File: config.mk
export PLATFORM = sky130hd
export DESIGN_NAME = desired_drive_pipe_flat
export DESIGN_NICKNAME = d
export VERILOG_FILES = /design/src/rtl/desired_drive_pipe_if.sv /design/src/rtl/desired_drive_pipe.sv /design/src/flat_wrapper.sv
export SDC_FILE = /design/constraint.sdc
export NUM_CORES = 1
export LEC_CHECK = 0
export CAP_MARGIN = 20
export CELL_PAD_IN_SITES_DETAIL_PLACEMENT = 1
export CELL_PAD_IN_SITES_GLOBAL_PLACEMENT = 1
export CORE_UTILIZATION = 44
export CTS_BUF_LIST = sky130_fd_sc_hd__clkbuf_4 sky130_fd_sc_hd__clkbuf_8 sky130_fd_sc_hd__clkbuf_16
export CTS_CLUSTER_DIAMETER = 100
export DETAILED_ROUTE_END_ITERATION = 16
export GPL_ROUTABILITY_DRIVEN = 1
export HOLD_SLACK_MARGIN = 0.03
export PLACE_DENSITY_LB_ADDON = 0.3
export SLEW_MARGIN = 20
export SYNTH_ARGS = -nofsm -noshare
export SYNTH_HDL_FRONTEND = slang
export SYNTH_SLANG_ARGS = --single-unit
File: constraint.sdc
create_clock -name clk -period 10.2 [get_ports clk]
set_clock_uncertainty 0.1 [all_clocks]
set_input_delay 2.04 -clock clk [delete_from_list [all_inputs] [get_ports clk]]
set_output_delay 2.04 -clock clk [all_outputs]
set_load 0.05 [all_outputs]
File: src/rtl/desired_drive_pipe_if.sv
// Sample/target bundle between the torque-sensing front end and the
// desired-drive pipeline. The master side supplies rider inputs, the
// slave side (the pipeline) returns the slew-limited target current.
interface desired_drive_pipe_if #(
  parameter int TORQ_W  = 12,
  parameter int INCL_W  = 13,
  parameter int CAD_W   = 5,
  parameter int SCALE_W = 3,
  parameter int OUT_W   = 12
);

  logic               smpl_vld;
  logic [TORQ_W-1:0]  avg_torque;
  logic [CAD_W-1:0]   cadence;
  logic               not_pedaling;
  logic [INCL_W-1:0]  incline;
  logic [SCALE_W-1:0] scale;
  logic               en;
  logic [OUT_W-1:0]   target_curr;
  logic               target_vld;
  logic               raw_sat;

  modport master (
    output smpl_vld, avg_torque, cadence, not_pedaling, incline, scale, en,
    input  target_curr, target_vld, raw_sat
  );

  modport slave (
    input  smpl_vld, avg_torque, cadence, not_pedaling, incline, scale, en,
    output target_curr, target_vld, raw_sat
  );

endinterface

File: src/rtl/desired_drive_pipe.sv
// Desired-drive math for the e-bike assist loop: turns rider torque,
// cadence, incline and assist level into a slew-limited motor target
// current. Three register stages: input conditioning, partial products,
// then final product / saturation / slew into the output register.
module desired_drive_pipe #(
  parameter int TORQ_W       = 12,
  parameter int INCL_W       = 13,
  parameter int CAD_W        = 5,
  parameter int SCALE_W      = 3,
  parameter int OUT_W        = 12,
  parameter int TORQUE_MIN   = 'h380,
  parameter int CAD_THRESH   = 1,
  parameter int ASSIST_SHIFT = 15,
  parameter int SLEW_UP      = 'h040,
  parameter int SLEW_DN      = 'h100
) (
  input logic                 clk,
  input logic                 rst,
  desired_drive_pipe_if.slave bus
);

  // Cadence factor must hold cadence+32 for any cadence width.
  localparam int CF_W   = ((CAD_W > 5) ? CAD_W : 5) + 1;
  localparam int TW1    = TORQ_W + 1;
  localparam int PA_W   = TORQ_W + SCALE_W;
  localparam int PB_W   = 9 + CF_W;
  localparam int PROD_W = PA_W + PB_W;

  localparam logic [TW1-1:0]    TMIN    = TW1'(TORQUE_MIN);
  localparam logic [OUT_W-1:0]  UP_STEP = OUT_W'(SLEW_UP);
  localparam logic [OUT_W-1:0]  DN_STEP = OUT_W'(SLEW_DN);
  localparam logic [PROD_W-1:0] RAW_MAX = PROD_W'({OUT_W{1'b1}});

  // Stage 1 conditioning (combinational from the bus)
  logic signed [31:0] incl_ext;
  logic signed [9:0]  incl_sat;
  logic signed [10:0] incl_sum;
  logic [8:0]         incl_lim;
  logic [CF_W-1:0]    cad_factor;
  logic [TW1-1:0]     torque_diff;
  logic [TORQ_W-1:0]  torque_pos;

  // Stage 1 registers
  logic               s1_vld;
  logic [TORQ_W-1:0]  s1_torque;
  logic [SCALE_W-1:0] s1_scale;
  logic [8:0]         s1_incl;
  logic [CF_W-1:0]    s1_cad;
  logic               s1_np;

  // Stage 2 registers
  logic               s2_vld;
  logic [PA_W-1:0]    s2_pa;
  logic [PB_W-1:0]    s2_pb;
  logic               s2_np;

  // Stage 3 / slew (combinational from stage 2 and the output register)
  logic [PROD_W-1:0]  prod;
  logic [PROD_W-1:0]  prod_shr;
  logic [OUT_W-1:0]   raw;
  logic               raw_ovf;
  logic [OUT_W-1:0]   up_gap;
  logic [OUT_W-1:0]   dn_gap;
  logic [OUT_W-1:0]   tc_next;

  // Output registers
  logic [OUT_W-1:0]   tc_q;
  logic               vld_q;
  logic               sat_q;

  // Clip incline to +-512, shift to a 0..511 gain and form cadence/torque terms
  always_comb begin
    incl_ext = 32'($signed(bus.incline));
    if (incl_ext > 32'sd511) begin
      incl_sat = 10'sd511;
    end else if (incl_ext < -32'sd512) begin
      incl_sat = -10'sd512;
    end else begin
      incl_sat = incl_ext[9:0];
    end

    incl_sum = 11'(incl_sat) + 11'sd256;
    if (incl_sum[10]) begin
      incl_lim = '0;
    end else if (incl_sum[9]) begin
      incl_lim = 9'd511;
    end else begin
      incl_lim = incl_sum[8:0];
    end

    if (32'(bus.cadence) > 32'(CAD_THRESH)) begin
      cad_factor = CF_W'(bus.cadence) + CF_W'(32);
    end else begin
      cad_factor = '0;
    end

    torque_diff = {1'b0, bus.avg_torque} - TMIN;
    torque_pos  = torque_diff[TORQ_W] ? '0 : torque_diff[TORQ_W-1:0];
  end

  // Stage 1 and stage 2 pipeline registers; valid bits march with the data
  always_ff @(posedge clk) begin
    if (rst) begin
      s1_vld    <= 1'b0;
      s1_torque <= '0;
      s1_scale  <= '0;
      s1_incl   <= '0;
      s1_cad    <= '0;
      s1_np     <= 1'b0;
      s2_vld    <= 1'b0;
      s2_pa     <= '0;
      s2_pb     <= '0;
      s2_np     <= 1'b0;
    end else begin
      s1_vld <= bus.smpl_vld;
      if (bus.smpl_vld) begin
        s1_torque <= torque_pos;
        s1_scale  <= bus.scale;
        s1_incl   <= incl_lim;
        s1_cad    <= cad_factor;
        s1_np     <= bus.not_pedaling;
      end
      s2_vld <= s1_vld;
      if (s1_vld) begin
        s2_pa <= PA_W'(s1_torque) * PA_W'(s1_scale);
        s2_pb <= PB_W'(s1_incl) * PB_W'(s1_cad);
        s2_np <= s1_np;
      end
    end
  end

  // Final product, saturation to the output width and asymmetric slew step
  always_comb begin
    prod     = PROD_W'(s2_pa) * PROD_W'(s2_pb);
    prod_shr = prod >> ASSIST_SHIFT;
    raw      = '0;
    raw_ovf  = 1'b0;
    if (!s2_np) begin
      if (prod_shr > RAW_MAX) begin
        raw     = {OUT_W{1'b1}};
        raw_ovf = 1'b1;
      end else begin
        raw = prod_shr[OUT_W-1:0];
      end
    end

    up_gap  = raw - tc_q;
    dn_gap  = tc_q - raw;
    tc_next = tc_q;
    if (!bus.en) begin
      tc_next = '0;
    end else if (s2_vld) begin
      if (raw >= tc_q) begin
        tc_next = tc_q + ((up_gap > UP_STEP) ? UP_STEP : up_gap);
      end else begin
        tc_next = tc_q - ((dn_gap > DN_STEP) ? DN_STEP : dn_gap);
      end
    end
  end

  // Output register: target current, its strobe and the saturation flag
  always_ff @(posedge clk) begin
    if (rst) begin
      tc_q  <= '0;
      vld_q <= 1'b0;
      sat_q <= 1'b0;
    end else begin
      tc_q  <= tc_next;
      vld_q <= s2_vld;
      if (s2_vld) begin
        sat_q <= raw_ovf;
      end
    end
  end

  assign bus.target_curr = tc_q;
  assign bus.target_vld  = vld_q;
  assign bus.raw_sat     = sat_q;

endmodule

File: src/flat_wrapper.sv
// flat-port wrapper written by rule: the top's interface ports become plain ports
module desired_drive_pipe_flat 
#(
  parameter int TORQ_W       = 12,
  parameter int INCL_W       = 13,
  parameter int CAD_W        = 5,
  parameter int SCALE_W      = 3,
  parameter int OUT_W        = 12,
  parameter int TORQUE_MIN   = 'h380,
  parameter int CAD_THRESH   = 1,
  parameter int ASSIST_SHIFT = 15,
  parameter int SLEW_UP      = 'h040,
  parameter int SLEW_DN      = 'h100
)
  (clk, rst, bus_smpl_vld, bus_avg_torque, bus_cadence, bus_not_pedaling, bus_incline, bus_scale, bus_en, bus_target_curr, bus_target_vld, bus_raw_sat);
  desired_drive_pipe_if #(.TORQ_W(TORQ_W), .INCL_W(INCL_W), .CAD_W(CAD_W), .SCALE_W(SCALE_W), .OUT_W(OUT_W)) bus_i ();
  input logic clk;
  input logic rst;
  input wire logic [$bits(bus_i.smpl_vld)-1:0] bus_smpl_vld;
  input wire logic [$bits(bus_i.avg_torque)-1:0] bus_avg_torque;
  input wire logic [$bits(bus_i.cadence)-1:0] bus_cadence;
  input wire logic [$bits(bus_i.not_pedaling)-1:0] bus_not_pedaling;
  input wire logic [$bits(bus_i.incline)-1:0] bus_incline;
  input wire logic [$bits(bus_i.scale)-1:0] bus_scale;
  input wire logic [$bits(bus_i.en)-1:0] bus_en;
  output wire logic [$bits(bus_i.target_curr)-1:0] bus_target_curr;
  output wire logic [$bits(bus_i.target_vld)-1:0] bus_target_vld;
  output wire logic [$bits(bus_i.raw_sat)-1:0] bus_raw_sat;
  assign bus_i.smpl_vld = bus_smpl_vld;
  assign bus_i.avg_torque = bus_avg_torque;
  assign bus_i.cadence = bus_cadence;
  assign bus_i.not_pedaling = bus_not_pedaling;
  assign bus_i.incline = bus_incline;
  assign bus_i.scale = bus_scale;
  assign bus_i.en = bus_en;
  assign bus_target_curr = bus_i.target_curr;
  assign bus_target_vld = bus_i.target_vld;
  assign bus_raw_sat = bus_i.raw_sat;
  desired_drive_pipe #(.TORQ_W(TORQ_W), .INCL_W(INCL_W), .CAD_W(CAD_W), .SCALE_W(SCALE_W), .OUT_W(OUT_W), .TORQUE_MIN(TORQUE_MIN), .CAD_THRESH(CAD_THRESH), .ASSIST_SHIFT(ASSIST_SHIFT), .SLEW_UP(SLEW_UP), .SLEW_DN(SLEW_DN)) u_core (.clk(clk), .rst(rst), .bus(bus_i));
endmodule
# --- Yosys cells after proc, flatten, opt, wreduce, memory -nomap -nowiden ---
# Index checks and enable logic that the tools add are counted.
classes:
  muxes: 13
  reduce_logical: 1
  mul: 3
  n_bitwise: 1
  magnitude_cmp: 7
  add_sub_neg: 7
ops:
  columns: ["operator", "n"]
  rows:
  - ["$mux W12", 6]
  - ["$sub A12 B12 Y12", 3]
  - ["$mul A15 B15 Y30", 1]
  - ["$mux W10", 2]
  - ["$mux W9", 2]
  - ["$gt A15 B12 Y1 const B", 1]
  - ["$mul A12 B3 Y15", 1]
  - ["$mul A9 B6 Y15", 1]
  - ["$gt A13 B10 Y1 const B", 1]
  - ["$lt A13 B10 Y1 const B", 1]
  - ["$sub A12 B10 Y13 const B", 1]
  - ["$add A12 B12 Y12", 1]
  - ["$ge A12 B12 Y1", 1]
  - ["$gt A12 B7 Y1 const B", 1]
  - ["$gt A12 B9 Y1 const B", 1]
  - ["$add A10 B10 Y11 const B", 1]
  - ["$add A5 B6 Y6 const B", 1]
  - ["$mux W6", 1]
  - ["$gt A5 B1 Y1 const B", 1]
  - ["$mux W1", 2]
  - ["$reduce_or A2 Y1", 1]
  - ["$not A1 Y1", 1]
word_totals:
  ff_bits: 78
  input_bits: 38
  output_inout_bits: 14
  elab_cells: 45

# --- Logic depth before layout (Yosys ltp) ---
# Gate-level depths: netlist (run 1).
depth:
  ltp_word: 9
  ltp_mapped: 50
  mapped_depth_nobuf: 47

# --- Worst setup path after synthesis (run 1) ---
# No wires, ideal clock.
synth_timing:
  path_type: "reg2reg"
  start: "register u_core.s2_pb[11]"
  end: "register u_core.tc_q[11], in the netlist u_core.bus.target_curr[11]"
  arrival_ns: 10.568
  stages_incl_launch_ff: 43
  path_slack_ns: -0.583
  required_ns: 9.985
  path_buffers: 3
  period_less_slack_ns: 10.783
  setup_ns: 0.115
  path_cell_list: "dfxtp_1 -> clkbuf_1 -> nand2_1 -> fa_1 -> inv_1 -> fa_1 -> fa_1 -> fa_1 -> fa_1 -> inv_1 -> fa_1 -> inv_1 -> ha_1 -> clkbuf_1 -> a21o_1 -> a221oi_1 -> a21oi_1 -> a21o_1 -> (+7 left out) -> nand2b_2 -> a21oi_1 -> inv_1 -> a211oi_1 -> nor4b_2 -> o211ai_2 -> or2_2 -> ha_1 -> a22o_1 -> ha_1 -> a21o_1 -> a21o_1 -> a211oi_1 -> o21ai_0 -> a41oi_1 -> nand4b_1 -> and3_1 -> o21a_1"
synth_between:
  elab_chain_len: 9
  word_cells_on_any_way: 14
  cone_classes: "4 x add/sub; 1 x mul; 4 x order compare; 5 x mux"
synth_rtl:
  columns: ["element", "line", "rtl"]
  rows:
  - ["start: declaration", "desired_drive_pipe.sv:54", "logic [PB_W-1:0] s2_pb;"]
  - ["start signal: assignment", "desired_drive_pipe.sv:126", "s2_pb <= PB_W'(s1_incl) * PB_W'(s1_cad);"]
  - ["$mul A15 B15 Y30 *", "desired_drive_pipe.sv:134", "prod = PROD_W'(s2_pa) * PROD_W'(s2_pb);"]
  - ["$gt A15 B12 Y1", "desired_drive_pipe.sv:139", "if (prod_shr > RAW_MAX) begin"]
  - ["$mux W12 *", "desired_drive_pipe.sv:139", null]
  - ["$mux W12 *", "desired_drive_pipe.sv:138", "if (!s2_np) begin"]
  - ["$sub A12 B12 Y12, on equally long branches", "desired_drive_pipe.sv:148, desired_drive_pipe.sv:147", null]
  - ["$gt A12 B9 Y1 or $gt A12 B7 Y1 (tied branches)", "desired_drive_pipe.sv:156, desired_drive_pipe.sv:154", null]
  - ["$mux W12, on equally long branches", "desired_drive_pipe.sv:156, desired_drive_pipe.sv:154", null]
  - ["$sub A12 B12 Y12 or $add A12 B12 Y12 (tied branches)", "desired_drive_pipe.sv:156, desired_drive_pipe.sv:154", null]
  - ["$mux W12 *", "desired_drive_pipe.sv:153", "if (raw >= tc_q) begin"]
  - ["end signal: assignment", "desired_drive_pipe.sv:168", "tc_q <= tc_next;"]
  - ["end: declaration", "desired_drive_pipe.sv:67", "logic [OUT_W-1:0] tc_q;"]
# Every way passes the cells marked *; elsewhere a longest branch is shown, timed or not.
# A chain may end at the register's enable or synchronous reset.

# --- Worst setup path after layout (run 1) ---
layout_timing:
  start: "register u_core.s2_pa[13]"
  end: "register u_core.tc_q[11], in the netlist u_core.bus.target_curr[11]"
layout_between:
  elab_chain_len: 9
  word_cells_on_any_way: 14
  cone_classes: "4 x add/sub; 1 x mul; 4 x order compare; 5 x mux"
layout_rtl:
  columns: ["element", "line", "rtl"]
  rows:
  - ["start: declaration", "desired_drive_pipe.sv:53", "logic [PA_W-1:0] s2_pa;"]
  - ["start signal: assignment", "desired_drive_pipe.sv:125", "s2_pa <= PA_W'(s1_torque) * PA_W'(s1_scale);"]
  - ["$mul A15 B15 Y30 *", "desired_drive_pipe.sv:134", null]
  - ["$gt A15 B12 Y1", "desired_drive_pipe.sv:139", null]
  - ["$mux W12 *", "desired_drive_pipe.sv:139", null]
  - ["$mux W12 *", "desired_drive_pipe.sv:138", null]
  - ["$sub A12 B12 Y12, on equally long branches", "desired_drive_pipe.sv:148, desired_drive_pipe.sv:147", null]
  - ["$gt A12 B9 Y1 or $gt A12 B7 Y1 (tied branches)", "desired_drive_pipe.sv:156, desired_drive_pipe.sv:154", null]
  - ["$mux W12, on equally long branches", "desired_drive_pipe.sv:156, desired_drive_pipe.sv:154", null]
  - ["$sub A12 B12 Y12 or $add A12 B12 Y12 (tied branches)", "desired_drive_pipe.sv:156, desired_drive_pipe.sv:154", null]
  - ["$mux W12 *", "desired_drive_pipe.sv:153", null]
# Marked as above.

==> results of run 1 <==
[worst max-delay path, delay by kind of cell, from the launching register on]
kind / cells / cell delay [ps]
AOI/OAI and AO/OA: 18 / 3070
xor gates and xnor gates: 1 / 180
adders and majority gates: 11 / 4480
buffers and inverters: 7 / 760
DFF: 1 / 550
and+or+nand+nor: 6 / 1310
[report_power, final]
part           switching [mW]  internal [mW]
clock                   0.148          0.199
combinational           0.201          0.192
sequential             0.0264          0.316
total                   0.375          0.708
[worst min-delay path by stage]
stage | start | end
6_report | u_core.s1_np$_SDFFE_PP0P_ | u_core.s1_np$_SDFFE_PP0P_
4_1_cts | u_core.s1_np$_SDFFE_PP0P_ | u_core.s1_np$_SDFFE_PP0P_
5_1_grt | u_core.s1_np$_SDFFE_PP0P_ | u_core.s1_np$_SDFFE_PP0P_
3_3_place_gp | u_core.s1_np$_SDFFE_PP0P_ | u_core.s2_np$_SDFFE_PP0P_
2_1_floorplan | u_core.s1_np$_SDFFE_PP0P_ | u_core.s1_np$_SDFFE_PP0P_
3_5_place_dp | u_core.s1_np$_SDFFE_PP0P_ | u_core.s1_np$_SDFFE_PP0P_
[synthesized netlist by cell type (all sizes together) (32+ instances only)]
master	n	area, sq um
dfxtp	78	1560
o21ai	42	210
xnor2	32	280
a21o	38	285
mux2i	45	450
and2	156	976
nor2	116	435
ha	166	2080
a21oi	92	460
fa	209	4180
inv	291	1090
nand2	207	777
clkbuf	63	236
[registers in the layout, indices dropped and copies added, names as in the netlist, 3 cells and up]
signal                  cells
u_core.s1_scale             3
u_core.s2_pb               15
u_core.s1_incl              9
u_core.s1_torque           12
u_core.s2_pa               15
u_core.s1_cad               6
u_core.bus.target_curr     12
[cells in the final DEF, fill, tap and decap left out, types with 12 or more instances in the layout]
cell type / instances
ha_1: 152
fa_1: 205
nor2b_1: 18
nor2_1: 113
xnor2_1: 28
a21oi_1: 75
a21oi_2: 15
clkdlybuf4s50_1: 50
inv_1: 274
xor2_1: 19
nand2_1: 206
mux2i_1: 45
inv_2: 17
nor3_1: 16
and2_1: 148
o21ai_0: 21
dfxtp_1: 58
dfxtp_2: 13
nand3_1: 12
a21o_1: 37
buf_4: 235
[layer usage]
layer	GRT usage [%]	up-vias
met5	0	-
met4	8.43	2
met3	3.77	68
met2	50.0	273
met1	36.5	6772
li1	-	6073
[cell families after synthesis]
family	Yosys count	synth area share, %
XOR/XNOR	53	3.16
adder cells (fa/ha/maj)	375	42.7
flip-flops	78	10.6
multiplexers	48	3.30
buffers and inverters	366	9.47
AND/OR/NAND/NOR	587	19.6
AO/OA/AOI/OAI	255	11.2
[what timing repair did]
action / 4_1_cts / 5_1_grt
resized for setup: 108 / 77
setup buffers: 42 / 14
setup endpoints to repair: 7 / 9
pin swaps: 68 / 76
[cell type report]
type	count	area [sq um]
fillers	3934	14400
multi-input cells	1318	12400
repair buffers	298	2420
flip-flops and latches	78	1600
inverters	292	1100
well taps	442	553
clock buffers	11	246
clock inverters	5	58.8
diodes	1	2.50
==> key figures, run 1 <==
Outcome
  • Outcome: finished with violations
  • Failing checks: negative setup slack

Clock tree
  • Clock H-tree levels: 3
  • CTS buffer count: 9
  • Sink Count: 78
  • CTS max path bufs: 2
  • CTS tree: yes
  • Hold Buf Count CTS: 0
  • Clock-pin transition on the worst setup and hold timing paths: 70 ps
  • Clock Latency Late Sink: 370 ps
  • Clk root buf: clkbuf_16

Routing
  • Residual DRC count: 0
  • Met2 wire len: around 25 mm
  • Drt pass-1 iters: 5
  • Avg Vias per Cell: 5.39
  • Via Count: 13.2k
  • Met3 wire length: 1.98 mm
  • Wl on met1: 20.8 mm
  • Routed len/inst: 19.9 microns
  • Highest routed layer: met5
  • Post-route ant nets: 0
  • Drt first-iter violations: 633
  • Final wirelength: 48.6 mm

Critical path
  • Worst Setup EP: u_core.bus.target_curr[11]$_SDFFE_PP0P_
  • Cell mode on critical path: fa_1
  • Critical path arrival: 10730 ps
  • Reg2reg setup slack: -370 ps
  • CP Launch Type: flop
  • Critical Path Fanout Max: 6
  • Critical R2R Capture: u_core.bus.target_curr[11]$_SDFFE_PP0P_
  • CP Class: flop to flop
  • Worst Reg-to-Reg Cells: 43
  • Max incr delay on CP: ~570 ps
  • Critical path origin: u_core.s2_pa[13]$_SDFFE_PP0P_
  • Crit-path slowest cell: fa_1
  • R2r startpoint: u_core.s2_pa[13]$_SDFFE_PP0P_
  • Worst Path Required: between 10000 and 15000 ps
  • CP Capture Type: flop

Floorplanning
  • Core ar.: 32700 sq um
  • Die width: ~180 microns
  • Initial Util: 44.9%
  • Num ports: 52
  • Die height: 185 microns
  • Die area: ~34000 sq um
  • Rows: 66

Synthesis
  • Syn_nets: 2175
  • Synth Register Bits: 78
  • Post-synth EDFFs: 0
  • Distinct cells, synth: between 60 and 70
  • Synth Instances: 1762
  • Sequential area share after synthesis: 10.6%
  • YS warnings: 0
  • Mapped Area: 14700 sq um
  • Dominant synthesized flop cell: dfxtp_1
  • Ys async rst share: 0%
  • Syn avg cell area: 8.33 sq um

Timing
  • Fin Hold WS: 413 ps
  • RSZ-0062 raised after global routing: true
  • Tmin final: 10570 ps
  • Setup-failing EPs final: 8
  • Max Fclk: 94.6 MHz
  • Final Cycle Share: 104%
  • Setup tns final: -1170 ps
  • Final WS setup: -366 ps
  • Final Hold Fails: 0
  • Max transition margin: 46.9%
  • Pins over their slew limit: 0
  • Slew @ Worst Pin: 796 ps

Place
  • RD Place Congestion: roughly 0.89
  • Setup WS pre-CTS: -530 ps
  • DP HPWL: 37.2 mm
  • Cell area after placement: 16900 sq um
  • Post-Place Cells: between 2k and 2.5k
  • I/O Buffers: 51

Global route
  • Initial antenna violation count: 1
  • Total Routing Usage GR: between 20% and 30%
  • Grt ovf: 0
  • Vias in the first global route: 14.3k
  • Largest net degree at the start of global routing: 70
  • First-pass GRT wire length: 75.1 mm

Min path
  • WHS Path Cells: 2
  • Hold Path Class: flop to flop

Power and ir drop
  • Peak supply drop: between 0.08 and 0.09 mV
  • Static Leak: 9.35 nW
  • Pwr per Cell Area: 59.0 nW/um^2
  • Pwr Total: 1.08 mW

Flow run
  • MaxCap Viol Count: 0

Layout
  • Final Instance Area: around 18000 sq um
  • Final std cells w/o fill: roughly 2.4k
  • Fraction of layout cells with a size suffix above 1: 20.9%
  • Layout Nets: between 2k and 2.5k
  • Finished Core Util: a little under three fifths
  • Layout area overhead: 25.0%
Power figures use the tool's default switching activity.
==> run 2: changes to the inputs <==
Settings changed: CORE_UTILIZATION 44 to 25.
==> run 2 against run 1 <==
Largest power group unchanged; highest routed layer is now met4; critical endpoint is now u_core.bus.target_curr[4]$_SDFFE_PP0P_; cell count up 12%; the run still ends with negative setup slack left; sequential power about the same; setup slack better by 330 ps; critical path depth up 7; non-clock buffer count down 27; first-iteration DRC count down 40%.
==> key figures, run 2 (synthesis results as in run 1) <==
Clock tree
  • Clock Latency Late Sink: 370 ps (about the same)
  • Sink Count: 78 (unchanged)
  • Clk root buf: clkbuf_16
  • Clock H-tree levels: 3 (unchanged)
  • CTS max path bufs: 2 (unchanged)
  • Clock-pin transition on the worst setup and hold timing paths: 70 ps (about the same)
  • CTS tree: yes
  • CTS buffer count: 9 (unchanged)
  • Hold Buf Count CTS: 0 (unchanged)

Critical path
  • CP Capture Type: flop
  • Critical Path Fanout Max: 11 (+5)
  • Max incr delay on CP: 560 ps (about the same)
  • CP Class: flop to flop
  • Crit-path slowest cell: fa_1
  • Worst Path Required: 10410 ps (+40 ps)
  • Cell mode on critical path: buf_4
  • Critical path arrival: 10450 ps (-280 ps)
  • CP Launch Type: flop

Power and ir drop
  • Static Leak: 9.26 nW (-0.96%)
  • Pwr per Cell Area: 56.9 nW/um^2 (-3.7%)
  • Peak supply drop: 0.0746 mV (-12%)

Floorplanning
  • Rows: 88 (+33%)
  • Core ar.: 57800 sq um (+77%)
  • Die height: 244 microns (+32%)
  • Die area: 59700 sq um (+75%)
  • Die width: 244 microns (+32%)
  • Initial Util: 25.4% (-19 points)
  • Num ports: 52 (unchanged)

Place
  • DP HPWL: 36.5 mm (-2.0%)
  • Post-Place Cells: 2694 (+13%)
  • RD Place Congestion: 0.803 (-9.5%)
  • I/O Buffers: 51 (unchanged)

Min path
  • Hold Path Class: flop to flop

Timing
  • RSZ-0062 raised after global routing: true
  • Tmin final: 10240 ps (-329 ps)
  • Max transition margin: 45.4% (-1.6 points)
  • Setup-failing EPs final: 1 (-7)
  • Setup tns final: -37.1 ps (+1130 ps)
  • Final Cycle Share: 100% (-3.2 points)
  • Final Hold Fails: 0 (unchanged)
  • Max Fclk: 97.7 MHz (+3.2%)
  • Pins over their slew limit: 0 (unchanged)
  • Final WS setup: -37.1 ps (+329 ps)
  • Slew @ Worst Pin: 820 ps (+23.4 ps)

Layout
  • Fill count: 6856 (+74%)
  • Fraction of layout cells with a size suffix above 1: 19.7% (-1.1 points)
  • Most frequent cells in the layout: 280 x inv_1, 206 x buf_4, 205 x nand2_1
  • Final std cells w/o fill: 2740 (+12%)
  • Layout Nets: 2383 (-1.1%)
  • Regs by FF count: u_core.s2_pa: 15 flops, u_core.s2_pb: 15 flops
  • ANT cells: 0 (-1)
  • Most common cell after layout, fill and taps aside: inv_1
  • Layout area overhead: 27.0%

Global route
  • Total Routing Usage GR: 14.9% (-14 points)
  • Grt ovf: 0 (unchanged)
  • Vias in the first global route: 13.6k (-5.0%)
  • First-pass GRT wire length: 71.1 mm (-5.3%)
  • Initial antenna violation count: 0 (-1)
  • Largest net degree at the start of global routing: 37 (-47%)

Outcome
  • Failing checks: negative setup slack
  • Outcome: finished with violations

Routing
  • Final wirelength: 43.6 mm (-10%)
  • Post-route ant nets: 0 (unchanged)
  • Routed len/inst: 15.9 microns (-20%)
  • Drt pass-1 iters: 4 (-1)
  • Avg Vias per Cell: 4.51 (-16%)
  • Via Count: 12.4k (-6.2%)
  • Residual DRC count: 0 (unchanged)
  • Drt first-iter violations: 378 (-40%)

Flow run
  • MaxCap Viol Count: 0 (unchanged)
-- run 2: cell count changes in the layout (fill, tap and decap cells not counted), sizes merged --
cell / change
clkinvlp: +2
inv: +1
buf: -26
clkbuf: -1
clkdlybuf4s50: -1
clkinv: -2
diode: -1
-- run 2: worst paths after layout --
check                           depth (start not counted)                    startpoint  slack [ps]                                     end
worst min register to register                          2     u_core.s1_np$_SDFFE_PP0P_         410               u_core.s2_np$_SDFFE_PP0P_
worst max register to register                         50  u_core.s2_pb[2]$_SDFFE_PP0P_         -40  u_core.bus.target_curr[4]$_SDFFE_PP0P_
worst max-delay path                                   50  u_core.s2_pb[2]$_SDFFE_PP0P_         -40  u_core.bus.target_curr[4]$_SDFFE_PP0P_
worst min-delay path                                    2     u_core.s1_np$_SDFFE_PP0P_         410               u_core.s2_np$_SDFFE_PP0P_
-- run 2: timing repair --
item / 4_1_cts / 5_1_grt
buffers inserted: 18 / 14
resized for setup: 71 / 117
gates cloned: 0 / 0
pin swaps: 40 / 71
setup endpoints to repair: 8 / 8
-- run 2: where the power goes --
part           leakage [nW]  internal, mW  switching, mW
Clock                 0.137         0.197          0.156
Sequential            0.648         0.317         0.0257
Combinational          8.47         0.179          0.184
-- run 2: through the flow --
step | hold WS [ps] | power (mW) | cell area (sq um) | util, % | worst slack, ps
2_1_floorplan | 360 | 0.528 | 14700 | - | 9.68
3_3_place_gp | 393 | 0.657 | 17300 | 30.0 | -423
3_5_place_dp | 408 | 0.662 | 17300 | 30.0 | -658
4_1_cts | 423 | 1.04 | 18100 | 31.3 | -73.4
5_1_grt | 454 | 1.12 | 18600 | 32.2 | -364
6_report | 411 | 1.06 | 18600 | 32.2 | -37.1
-- run 2: worst max-delay path: cells and delay by family (launching register included) --
kind	cells	cell delay (ps)
compound gates	11	1860
xor+xnor	2	430
fa+ha+maj	9	3920
buf+inv	17	1910
flops	1	360
mux	1	80
simple gates	10	1520
-- run 2: cell type report --
type                    count  area, sq um  area share [%]
multi-input cells        1318        12400            66.7
repair buffers            271         2240            12.0
flip-flops and latches     78         1600            8.60
inverters                 292         1100            5.90
well taps                 765          957            5.14
clock buffers              10          239            1.28
clock inverters             6         68.8           0.369
-- run 2: routing by layer --
layer	track usage [%]	vias to the layer above	part of all wire, %
li1	-	6008	-
met1	20.1	6227	47
met2	25.5	100	49
met3	1.06	36	1.5
met4	3.90	0	1.8
met5	0	-	0
